**config.mk**
```make
export PLATFORM = sky130hd
export DESIGN_NAME = multicycle_control_unit
export DESIGN_NICKNAME = d
export VERILOG_FILES = /design/src/rtl/multicycle_control_unit.sv
export SDC_FILE = /design/constraint.sdc
export NUM_CORES = 1
export LEC_CHECK = 0
export BUFFER_PORTS_ARGS = -buffer_cell sky130_fd_sc_hd__buf_2
export CAP_MARGIN = 20
export CORE_UTILIZATION = 30
export CTS_CLUSTER_SIZE = 10
export DETAILED_ROUTE_END_ITERATION = 8
export GPL_ROUTABILITY_DRIVEN = 0
export PLACE_DENSITY_LB_ADDON = 0.25
export SETUP_SLACK_MARGIN = 0.3
export SYNTH_ARGS = -nofsm -noshare
export SYNTH_HDL_FRONTEND = slang
export SYNTH_SLANG_ARGS = --single-unit
```
**constraint.sdc**
```tcl
create_clock -name clk -period 1.95 [get_ports clk]
set_clock_uncertainty 0.15 [all_clocks]
set_input_delay 0.195 -clock clk [delete_from_list [all_inputs] [get_ports clk]]
set_output_delay 0.195 -clock clk [all_outputs]
set_load 0.05 [all_outputs]
```
**src/rtl/multicycle_control_unit.sv**
```systemverilog
// Multi-cycle RISC-V control FSM: sequences fetch/decode/execute over a shared datapath.
// Optional retired-instruction counter is built only when PERF_COUNTER_EN is defined.
module multicycle_control_unit (
  input  logic        clk,
  input  logic        reset,
  input  logic [6:0]  opcode_i,
  input  logic [2:0]  funct3_i,
  input  logic        zero_i,
  input  logic        mem_ready_i,
  output logic        mem_req_o,
  output logic        mem_we_o,
  output logic        ir_write_o,
  output logic        pc_write_o,
  output logic        pc_src_o,
  output logic        reg_write_o,
  output logic [1:0]  alu_a_sel_o,
  output logic [1:0]  alu_b_sel_o,
  output logic [1:0]  alu_op_o,
  output logic [1:0]  wb_sel_o,
  output logic        illegal_o,
  output logic [3:0]  state_o,
  output logic [31:0] instret_o
);

  typedef enum logic [3:0] {
    S_START     = 4'd0,
    S_FETCH     = 4'd1,
    S_DECODE    = 4'd2,
    S_EXEC_R    = 4'd3,
    S_EXEC_I    = 4'd4,
    S_ALU_WB    = 4'd5,
    S_MEM_ADDR  = 4'd6,
    S_MEM_READ  = 4'd7,
    S_MEM_WB    = 4'd8,
    S_MEM_WRITE = 4'd9,
    S_BRANCH    = 4'd10,
    S_JAL       = 4'd11,
    S_JALR      = 4'd12,
    S_LUI       = 4'd13,
    S_TRAP      = 4'd15
  } state_t;

  localparam logic [6:0] OP_R      = 7'h33;
  localparam logic [6:0] OP_I      = 7'h13;
  localparam logic [6:0] OP_LOAD   = 7'h03;
  localparam logic [6:0] OP_STORE  = 7'h23;
  localparam logic [6:0] OP_BRANCH = 7'h63;
  localparam logic [6:0] OP_JAL    = 7'h6F;
  localparam logic [6:0] OP_JALR   = 7'h67;
  localparam logic [6:0] OP_LUI    = 7'h37;

  state_t state_reg, state_next;

  // Only funct3[0] matters here (beq/bne polarity); the rest is decoded by the ALU control.
  logic unused_funct3;
  assign unused_funct3 = ^funct3_i[2:1];

  always_ff @(posedge clk or posedge reset) begin
    if (reset) state_reg <= S_START;
    else       state_reg <= state_next;
  end

  always_comb begin
    state_next  = state_reg;
    mem_req_o   = 1'b0;
    mem_we_o    = 1'b0;
    ir_write_o  = 1'b0;
    pc_write_o  = 1'b0;
    pc_src_o    = 1'b0;
    reg_write_o = 1'b0;
    alu_a_sel_o = 2'd0;
    alu_b_sel_o = 2'd0;
    alu_op_o    = 2'd0;
    wb_sel_o    = 2'd0;
    illegal_o   = 1'b0;
    case (state_reg)
      S_START: state_next = S_FETCH;
      S_FETCH: begin
        mem_req_o   = 1'b1;
        alu_b_sel_o = 2'd2;
        if (mem_ready_i) begin
          ir_write_o = 1'b1;
          pc_write_o = 1'b1;
          state_next = S_DECODE;
        end
      end
      S_DECODE: begin
        // Precompute the branch/jump target into ALUOut while dispatching.
        alu_a_sel_o = 2'd2;
        alu_b_sel_o = 2'd1;
        case (opcode_i)
          OP_R:               state_next = S_EXEC_R;
          OP_I:               state_next = S_EXEC_I;
          OP_LOAD, OP_STORE:  state_next = S_MEM_ADDR;
          OP_BRANCH:          state_next = S_BRANCH;
          OP_JAL:             state_next = S_JAL;
          OP_JALR:            state_next = S_JALR;
          OP_LUI:             state_next = S_LUI;
          default:            state_next = S_TRAP;
        endcase
      end
      S_EXEC_R: begin
        alu_a_sel_o = 2'd1;
        alu_op_o    = 2'd2;
        state_next  = S_ALU_WB;
      end
      S_EXEC_I: begin
        alu_a_sel_o = 2'd1;
        alu_b_sel_o = 2'd1;
        alu_op_o    = 2'd2;
        state_next  = S_ALU_WB;
      end
      S_ALU_WB: begin
        reg_write_o = 1'b1;
        state_next  = S_FETCH;
      end
      S_MEM_ADDR: begin
        alu_a_sel_o = 2'd1;
        alu_b_sel_o = 2'd1;
        state_next  = (opcode_i == OP_STORE) ? S_MEM_WRITE : S_MEM_READ;
      end
      S_MEM_READ: begin
        mem_req_o = 1'b1;
        if (mem_ready_i) state_next = S_MEM_WB;
      end
      S_MEM_WB: begin
        reg_write_o = 1'b1;
        wb_sel_o    = 2'd1;
        state_next  = S_FETCH;
      end
      S_MEM_WRITE: begin
        mem_req_o = 1'b1;
        mem_we_o  = 1'b1;
        if (mem_ready_i) state_next = S_FETCH;
      end
      S_BRANCH: begin
        alu_a_sel_o = 2'd1;
        alu_op_o    = 2'd1;
        pc_src_o    = 1'b1;
        pc_write_o  = zero_i ^ funct3_i[0];
        state_next  = S_FETCH;
      end
      S_JAL: begin
        pc_write_o  = 1'b1;
        pc_src_o    = 1'b1;
        reg_write_o = 1'b1;
        wb_sel_o    = 2'd2;
        state_next  = S_FETCH;
      end
      S_JALR: begin
        alu_a_sel_o = 2'd1;
        alu_b_sel_o = 2'd1;
        pc_write_o  = 1'b1;
        reg_write_o = 1'b1;
        wb_sel_o    = 2'd2;
        state_next  = S_FETCH;
      end
      S_LUI: begin
        reg_write_o = 1'b1;
        wb_sel_o    = 2'd3;
        state_next  = S_FETCH;
      end
      S_TRAP: illegal_o = 1'b1;
      // Unused encoding 14: recover through START rather than lock up.
      default: state_next = S_START;
    endcase
  end

  assign state_o = state_reg;

`ifdef PERF_COUNTER_EN
  // Every path back to FETCH, other than leaving START, is an instruction's final cycle.
  logic        retire;
  logic [31:0] instret_reg;
  assign retire = (state_next == S_FETCH) && (state_reg != S_FETCH) && (state_reg != S_START);

  always_ff @(posedge clk or posedge reset) begin
    if (reset)       instret_reg <= 32'd0;
    else if (retire) instret_reg <= instret_reg + 32'd1;
  end
  assign instret_o = instret_reg;
`else
  assign instret_o = 32'd0;
`endif

endmodule

```
# Word level (Yosys, flattened, before mapping)
# Cells that the tools add are included.
[word_totals] out_inout_bits=51 reg_bits=4 input_bits=14
[classes] reduce_logical=11 bitwise=2 muxes=18 eq_ne=25
[op_table] op="$pmux W4 S8" count=1
[op_table] op="$eq A4 B4 Y1 const B" count=7
[op_table] op="$pmux W4 S7" count=1
[op_table] op="$eq A7 B6 Y1 const B" count=3
[op_table] op="$eq A7 B7 Y1 const B" count=3
[op_table] op="$eq A4 B3 Y1 const B" count=4
[op_table] op="$mux W4" count=4
[op_table] op="$pmux W2 S2" count=3
[op_table] op="$reduce_or A5 Y1" count=2
[op_table] op="$eq A4 B2 Y1 const B" count=2
[op_table] op="$reduce_or A2 Y1" count=4
[op_table] op="$eq A7 B2 Y1 const B" count=1
[op_table] op="$eq A7 B5 Y1 const B" count=1
[op_table] op="$mux W1" count=7
[op_table] op="$reduce_or A7 Y1" count=1
[op_table] op="$ne A2 B2 Y1 const B" count=3
[op_table] op="$pmux W2 S3" count=1
[op_table] op="$eq A4 B1 Y1 const B" count=1
[op_table] op="$logic_not A4 Y1" count=1
[op_table] op="$reduce_and A4 Y1" count=1
[op_table] op="$reduce_or A4 Y1" count=1
[op_table] op="$pmux W1 S3" count=1
[op_table] op="$reduce_or A3 Y1" count=1
[op_table] op="$not A1 Y1" count=1
[op_table] op="$xor A1 B1 Y1" count=1

# Longest topological paths before layout
# Gate-level depths: netlist of the first run.
[logic_depth] ltp_word=4 ltp_mapped=5 mapped_depth_nobuf=4

# Worst setup path before layout of the first run
# Ideal clock, no wire load.
[synth_path] path_type="reg-to-output" startpoint="register state_reg[1] (netlist: state_o[1])" endpoint="output port reg_write_o" path_buffers=1 t_arrival_ns=2.421 t_required_ns=1.605 path_stages_with_launch=6 slack_ns=-0.816 path_cell_list="dfrtp_1 > buf_2 > nand2_1 > nor2_1 > o21ai_0 > o21ai_0"
[synth_via] elab_chain_len=3 word_cells_on_any_way=7 classes_between="eq/ne (5); mux (1); reduce/logical (1)"
[synth_rtl] item="start, declared" line_no="52" text="state_t state_reg, state_next;"
[synth_rtl] item="start signal, assigned" line_no="60" text="else state_reg <= state_next;"
[synth_rtl] item="$eq A4 B4 Y1 / $eq A4 B3 Y1 (equally long branches)" line_no="76" text="case (state_reg)"
[synth_rtl] item="$reduce_or A5 Y1 (no source line) *"
[synth_rtl] item="$mux W1 *" line_no="76"
[synth_rtl] item="end, declared" line_no="15" text="output logic reg_write_o,"
# Mark *: on every way between the ends. The rest lies on a longest branch, timed or not.

# Worst setup path after layout of the first run
[layout_path] startpoint="register state_reg[3] (netlist: state_o[3])" endpoint="output port pc_write_o"
[layout_via] elab_chain_len=3 word_cells_on_any_way=6 classes_between="eq/ne (4); mux (1); reduce/logical (1)"
[layout_rtl] item="$eq A4 B4 Y1" line_no="76"
[layout_rtl] item="$reduce_or A2 Y1 (no source line)"
[layout_rtl] item="$pmux W1 S3 *" line_no="76"
[layout_rtl] item="end, declared" line_no="13" text="output logic pc_write_o,"
# Marks and branches as above.

==> key figures, run 1 <==
CTS
  – Clk slew on worst S/H paths: 0.04 ns
  – CTS tree: built
  – CTS Buffer Depth: 2
  – Clk sink count: 4
  – Clock Latency Late Sink: 0.24 ns
  – Clock root buffer: clkbuf_4
  – Cts bufs inserted: 3
  – H-tree Lvls: 1

Flow run
  – # Max-Cap Violations: 0

Critical path
  – CP required: 1.60 ns
  – Largest fanout on the critical path: 5
  – Critical path buffer and inverter count: 1
  – Family with the most delay on the worst path: flip-flops
  – Crit Path Category: register to output pin
  – Critical-path top delay cell: dfrtp_4
  – Worst setup EP type: output pin
  – Reg2reg start: state_o[1]
  – FF-to-FF setup slack: 0.22 ns
  – FF-to-FF path depth: 4
  – Startpoint Class: register
  – Worst path cell trace: nand2b_4 -> o21ai_2 -> a21oi_2 -> o32ai_4 -> buf_6
  – Worst r2r dst: state_o[0]
  – Critical Path AT: 1.45 ns
  – Max incr delay on CP: 0.51 ns

Cells and area
  – Max FFs per register: 4
  – Antenna fix cells: 0
  – Layout Area Growth over Synthesis: 73.7%
  – Share of cells above drive strength 1: 0.567
  – Multi-input combinational cell area: 817 sq um
  – FF/Latch Area: 108 sq um
  – Filler instances: 232
  – Nets@finish: 187

Synthesis
  – Simple logic cell fraction of the synthesized area: 0.282
  – Mapped Area: 843 sq um
  – Synth Area in XOR/XNOR: 0.0415
  – Compound-gate portion of the synthesized area: 0.215
  – Number of synthesized flops with an enable pin: 0
  – FFs w/ async S/R, synth: 1.00
  – Number of distinct library cells after synthesis: 40
  – Top_reg_cell synth: dfrtp_1
  – Register bit total from synthesis: 4
  – Largest family of logic cells by synthesized area: buffers and inverters
  – Mux cell area share after synthesis: 0.0134
  – Syn_area_per_cell: 6.97 sq um
  – Adder-Cell Fraction of Synth Area: 0
  – Syn. warnings: 0
  – Sequential share of the synthesized area: 0.119
  – Post-synthesis cell count: 121

Pwr
  – Pwr/cell area: 1810 nW/um^2
  – Tot Pwr: 0.00265 W
  – Maximum vdd drop: 1250 uV
  – Lkg Pwr: 0.708 nW

Drt
  – DR iter-0 viols: 8
  – DRT Wirelength: 2.36 mm
  – Uppermost layer routed: met4
  – Met3 wire length: 138 um
  – Total number of vias: 937
  – Antenna Violating Nets Remaining: 0
  – Residual DRC: 0
  – Via density: 4.66
  – Drt wl/cell: 11.8 um
  – M1 WL: 947 um
  – Length of routed met2 wiring: 1.24 mm
  – DRT Pass-1 Iters: 4

Timing
  – Total Neg Setup Slack: 0 ns
  – Final hold viol count: 0
  – Final period utilization: 0.919
  – Crit path time final: 1.79 ns
  – Slew Viols, Final: 0
  – Unrepaired setup endpoints after global routing: true
  – Fmax: 558 MHz
  – # setup viols final: 0

GRT
  – First-pass GRT wire length: 3.55 mm
  – GRT Util Overall: 0.162
  – Largest net degree at the start of global routing: 12
  – GR Overflow Total: 0
  – Initial antenna violation count: 0
  – Vias in the first global route: 802

Floorplanning
  – Boundary Pins: 65
  – Die width: 55.0 um
  – Core box area: 2570 sq um
  – Area of the die: 3030 sq um
  – Starting density of the core: 0.328
  – Row count: 18
  – Die H: 55.0 um

Placement
  – DP HPWL: 1.61 mm
  – IO buf count: 30

Run status
  – Status: completed

Hold path
  – Hold Path Class: primary input to asynchronous set/reset pin
## logic make-up (layout without fill, tap and decap cells)
kind of cell	Yosys count	after routing
AOI/OAI and AO/OA	27	27
xor gates and xnor gates	4	4
buffers and inverters	40	59
DFF	4	4
muxes	1	1
other	1	32
and+or+nand+nor	44	44
## timing repair
item,4_1_cts,5_1_grt
buffers inserted,13,2
hold endpoints to repair,4,0
pin swaps,6,1
hold buffers,1,0
endpoints found under the setup margin,16,17
cloned,0,1
gates resized for setup,43,14
## worst max-delay path by stage
stage	startpoint	end	depth (start not counted)
floorplan	state_o[0]	alu_b_sel_o[1]	4
global placement	state_o[3]	pc_write_o	5
detailed placement	state_o[1]	state_o[0]	4
CTS	state_o[3]	pc_write_o	5
global route	state_o[1]	alu_op_o[1]	4
finish	state_o[3]	pc_write_o	5
## per-stage QoR
step | area, sq um | hold WS (ns) | utilization | cells | setup WS, ns
floorplan | 1170 | -0.189 | - | 152 | 0.163
global placement | 1110 | -0.0727 | 0.431 | 181 | 0.237
detailed placement | 1110 | -0.0694 | 0.431 | 181 | 0.208
CTS | 1370 | 0.224 | 0.533 | 198 | 0.177
global route | 1470 | 0.242 | 0.571 | 201 | 0.0817
finish | 1470 | 0.219 | 0.571 | 201 | 0.159
## synth_stat cells (all sizes together) (3+ instances only)
cell    count  area share
buf        36        0.31
nor2       14       0.062
nand2       8       0.036
a21oi       7       0.042
o21ai       7       0.042
dfrtp       4        0.12
nor2b       4       0.030
inv         3       0.013
nand2b      3       0.022
xor2        3       0.031
## area by class of cell
class                      count  area share
multi-input combinational    108       0.558
timing repair buffer          53       0.319
sequential                     4      0.0734
tap                           30      0.0256
clock buffer                   3      0.0154
inverter                       3     0.00939
## placed cells by master, fill, tap and decap left out, types with 3 or more instances in the layout
cell and instances:
conb_1 32, buf_2 17, buf_6 17, buf_4 14, nor2_4 7, nor2_1 6, nand2_1 6, o21ai_0 4
a21oi_2 4, nand2b_4 3, clkbuf_4 3, dfrtp_2 3
## power breakdown
part / switching, W / internal [W] / total (W) / leakage, nW
clock: 0.0000373 / 0.0000690 / 0.000106 / 0.0138
sequential: 0.0000736 / 0.000130 / 0.000204 / 0.0444
combinational: 0.00141 / 0.000930 / 0.00234 / 0.649
## worst min-delay path, delay by kind of cell
family | cells | cell delay [ns]
buffers and inverters | 3 | 0.77
## metal layers
| metal | vias up | GRT usage |
|---|---|---|
| li1 | 457 | - |
| met1 | 426 | 0.187 |
| met2 | 50 | 0.305 |
| met3 | 4 | 0.0137 |
| met4 | 0 | 0.0583 |
| met5 | - | 0 |
Power figures use the tool's default switching activity.
==> inputs of run 2 (changes only) <==
--- a/config.mk
+++ b/config.mk
@@ -7,7 +7,9 @@
 export LEC_CHECK = 0
 export BUFFER_PORTS_ARGS = -buffer_cell sky130_fd_sc_hd__buf_2
 export CAP_MARGIN = 20
-export CORE_UTILIZATION = 30
+export CELL_PAD_IN_SITES_DETAIL_PLACEMENT = 2
+export CELL_PAD_IN_SITES_GLOBAL_PLACEMENT = 2
+export CORE_UTILIZATION = 19
 export CTS_CLUSTER_SIZE = 10
 export DETAILED_ROUTE_END_ITERATION = 8
 export GPL_ROUTABILITY_DRIVEN = 0
==> run 2 against run 1 <==
Die area up 56%. Global-route usage down 1.1 points. Sequential power up 4%. Power up 19%. Critical path depth down 1. Combinational power up 19%. Fmax up 0.56%. Largest cell class unchanged. Highest routed layer unchanged.
==> key figures, run 2 (synthesis results as in run 1) <==
Cells and area
  – Max FFs per register: 4 (unchanged)
  – Nets@finish: 201 (+7.5%)
  – Most frequent cells in the layout: 32 x conb_1, 26 x buf_4, 17 x buf_6
  – Post-route non-filler standard cell count: 235 (+17%)
  – Share of cells above drive strength 1: 0.638 (+0.0706)
  – Antenna fix cells: 0 (unchanged)
  – Design Area, Final: 1710 sq um (+17%)
  – Commonest non-fill, non-tap cell in the layout: conb_1
  – Post-layout util: 0.414 (-0.157)
  – Layout Area Growth over Synthesis: 103%

CTS
  – Clk sink count: 4 (unchanged)
  – CTS Buffer Depth: 2 (unchanged)
  – H-tree Lvls: 1 (unchanged)
  – Clk slew on worst S/H paths: 0.03 ns (about the same)
  – Clock root buffer: clkbuf_8
  – Clock Latency Late Sink: 0.21 ns (-0.03 ns)
  – CTS tree: built
  – Cts bufs inserted: 3 (unchanged)

Critical path
  – Max incr delay on CP: 0.46 ns (-0.05 ns)
  – Largest fanout on the critical path: 5 (unchanged)
  – Crit Path Category: register to output pin
  – Worst path cell trace: inv_4 -> or3_4 -> nor2_4 -> buf_8
  – Worst setup EP type: output pin
  – Critical-path top delay cell: dfrtp_2
  – Critical Path AT: 1.44 ns (about the same)
  – CP required: 1.60 ns (about the same)
  – Startpoint Class: register

Drt
  – M1 WL: 1.43 mm (+51%)
  – Length of routed met2 wiring: 2.19 mm (+77%)
  – Uppermost layer routed: met4
  – Met3 wire length: 106 um (-23%)
  – Residual DRC: 0 (unchanged)
  – Antenna Violating Nets Remaining: 0 (unchanged)
  – Via density: 4.28 (-8.2%)
  – DRT Pass-1 Iters: 4 (unchanged)
  – Total number of vias: 1006 (+7.4%)
  – DR iter-0 viols: 42 (+34)
  – DRT Wirelength: 3.74 mm (+58%)
  – Drt wl/cell: 15.9 um (+35%)

Floorplanning
  – Die H: 68.6 um (+25%)
  – Starting density of the core: 0.204 (-0.125)
  – Area of the die: 4710 sq um (+56%)
  – Row count: 23 (+5)
  – Die width: 68.6 um (+25%)
  – Boundary Pins: 65 (unchanged)
  – Core box area: 4140 sq um (+61%)

Placement
  – Placed cell areas: 1130 sq um (+2.3%)
  – DP Cell Count: 201 (+11%)
  – IO buf count: 30 (unchanged)
  – DP HPWL: 2.19 mm (+36%)

Pwr
  – Int Pwr: 0.00144 W (+28%)
  – Pwr/cell area: 1850 nW/um^2 (+2.0%)
  – Switching pwr: 0.00172 W (+13%)
  – Clk pwr share: 0.055 (+0.015)
  – Sw Ratio: 0.544 (-0.0300)
  – Lkg Pwr: 0.810 nW (+15%)
  – Share of power burned in registers: 0.067 (-0.010)
  – Maximum vdd drop: 401 uV (-68%)
  – Combinational share of power: 0.878 (-0.005)

Run status
  – Status: completed

Timing
  – # setup viols final: 0 (unchanged)
  – Final hold viol count: 0 (unchanged)
  – Total Neg Setup Slack: 0 ns (unchanged)
  – Crit path time final: 1.78 ns (-0.00995 ns)
  – Unrepaired setup endpoints after global routing: true
  – Final period utilization: 0.914 (-0.00510)
  – Slew Viols, Final: 0 (unchanged)
  – Fmax: 561 MHz (+0.56%)

GRT
  – First-pass GRT wire length: 5.18 mm (+46%)
  – GR Overflow Total: 0 (unchanged)
  – Vias in the first global route: 1030 (+28%)
  – Largest net degree at the start of global routing: 9 (-3)
  – Initial antenna violation count: 0 (unchanged)
  – GRT Util Overall: 0.151 (-0.0111)

Hold path
  – Hold Path Class: primary input to register

Flow run
  – # Max-Cap Violations: 0 (unchanged)
[run 2: cell types whose count changed in the layout (fill, tap and decap cells not counted), sizes merged]
cell | previous run | this run
clkbuf | 4 | 3
buf | 51 | 66
[run 2: worst paths after layout]
check                             from          to  slack (ns)  cells past startpoint
max                         state_o[0]    mem_we_o        0.17                      4
min                        opcode_i[2]  state_o[0]        0.25                      4
max reg2reg                 state_o[1]  state_o[1]        0.19                      6
min reg2reg                 state_o[2]  state_o[3]        0.59                      3
max in group asynchronous        reset  state_o[3]        1.21                      3
min in group asynchronous        reset  state_o[3]        0.27                      3
[run 2: routing by layer]
metal  vias to the layer above  track usage
met5                         -            0
met4                         0       0.0547
met3                         2            0
met2                        37        0.297
met1                       488        0.172
li1                        479            -
[run 2: layout make-up]
class / instances / area [sq um]
Inverter: 3 / 13.8
Fill cell: 464 / 2430
Clock buffer: 3 / 41.3
Tap cell: 50 / 62.6
Timing Repair Buffer: 67 / 617
Sequential cell: 4 / 108
Multi-Input combinational cell: 108 / 872
[run 2: repair_timing]
item                                    4_1_cts  5_1_grt
gates resized for setup                      54       30
setup buffers                                25        5
hold endpoints to repair                      4        0
hold buffers                                  1        0
endpoints found under the setup margin       17       20
pin swaps                                    10        8
[run 2: critical path: cells and delay by family, from the launching register on]
family / cells / cell delay, ns
flops: 1 / 0.46
buf+inv: 2 / 0.21
simple gates: 2 / 0.55
[run 2: power groups by stage]
| stage | clock network [W] | registers, W | logic (W) |
|---|---|---|---|
| after floorplan | 0 | 0.000303 | 0.00145 |
| after global placement | 0 | 0.000263 | 0.00172 |
| after detailed placement | 0 | 0.000262 | 0.00174 |
| after CTS | 0.000177 | 0.000213 | 0.00246 |
| after global routing | 0.000188 | 0.000219 | 0.00292 |
| final | 0.000173 | 0.000213 | 0.00278 |
[run 2: per-stage QoR]
stage / hold WS (ns) / setup slack [ns] / total power, W
after global routing: 0.281 / 0.117 / 0.00332
after CTS: 0.256 / 0.190 / 0.00285
after detailed placement: -0.0583 / 0.192 / 0.00200
after global placement: -0.0730 / 0.201 / 0.00198
final: 0.246 / 0.169 / 0.00316
after floorplan: -0.189 / 0.163 / 0.00175
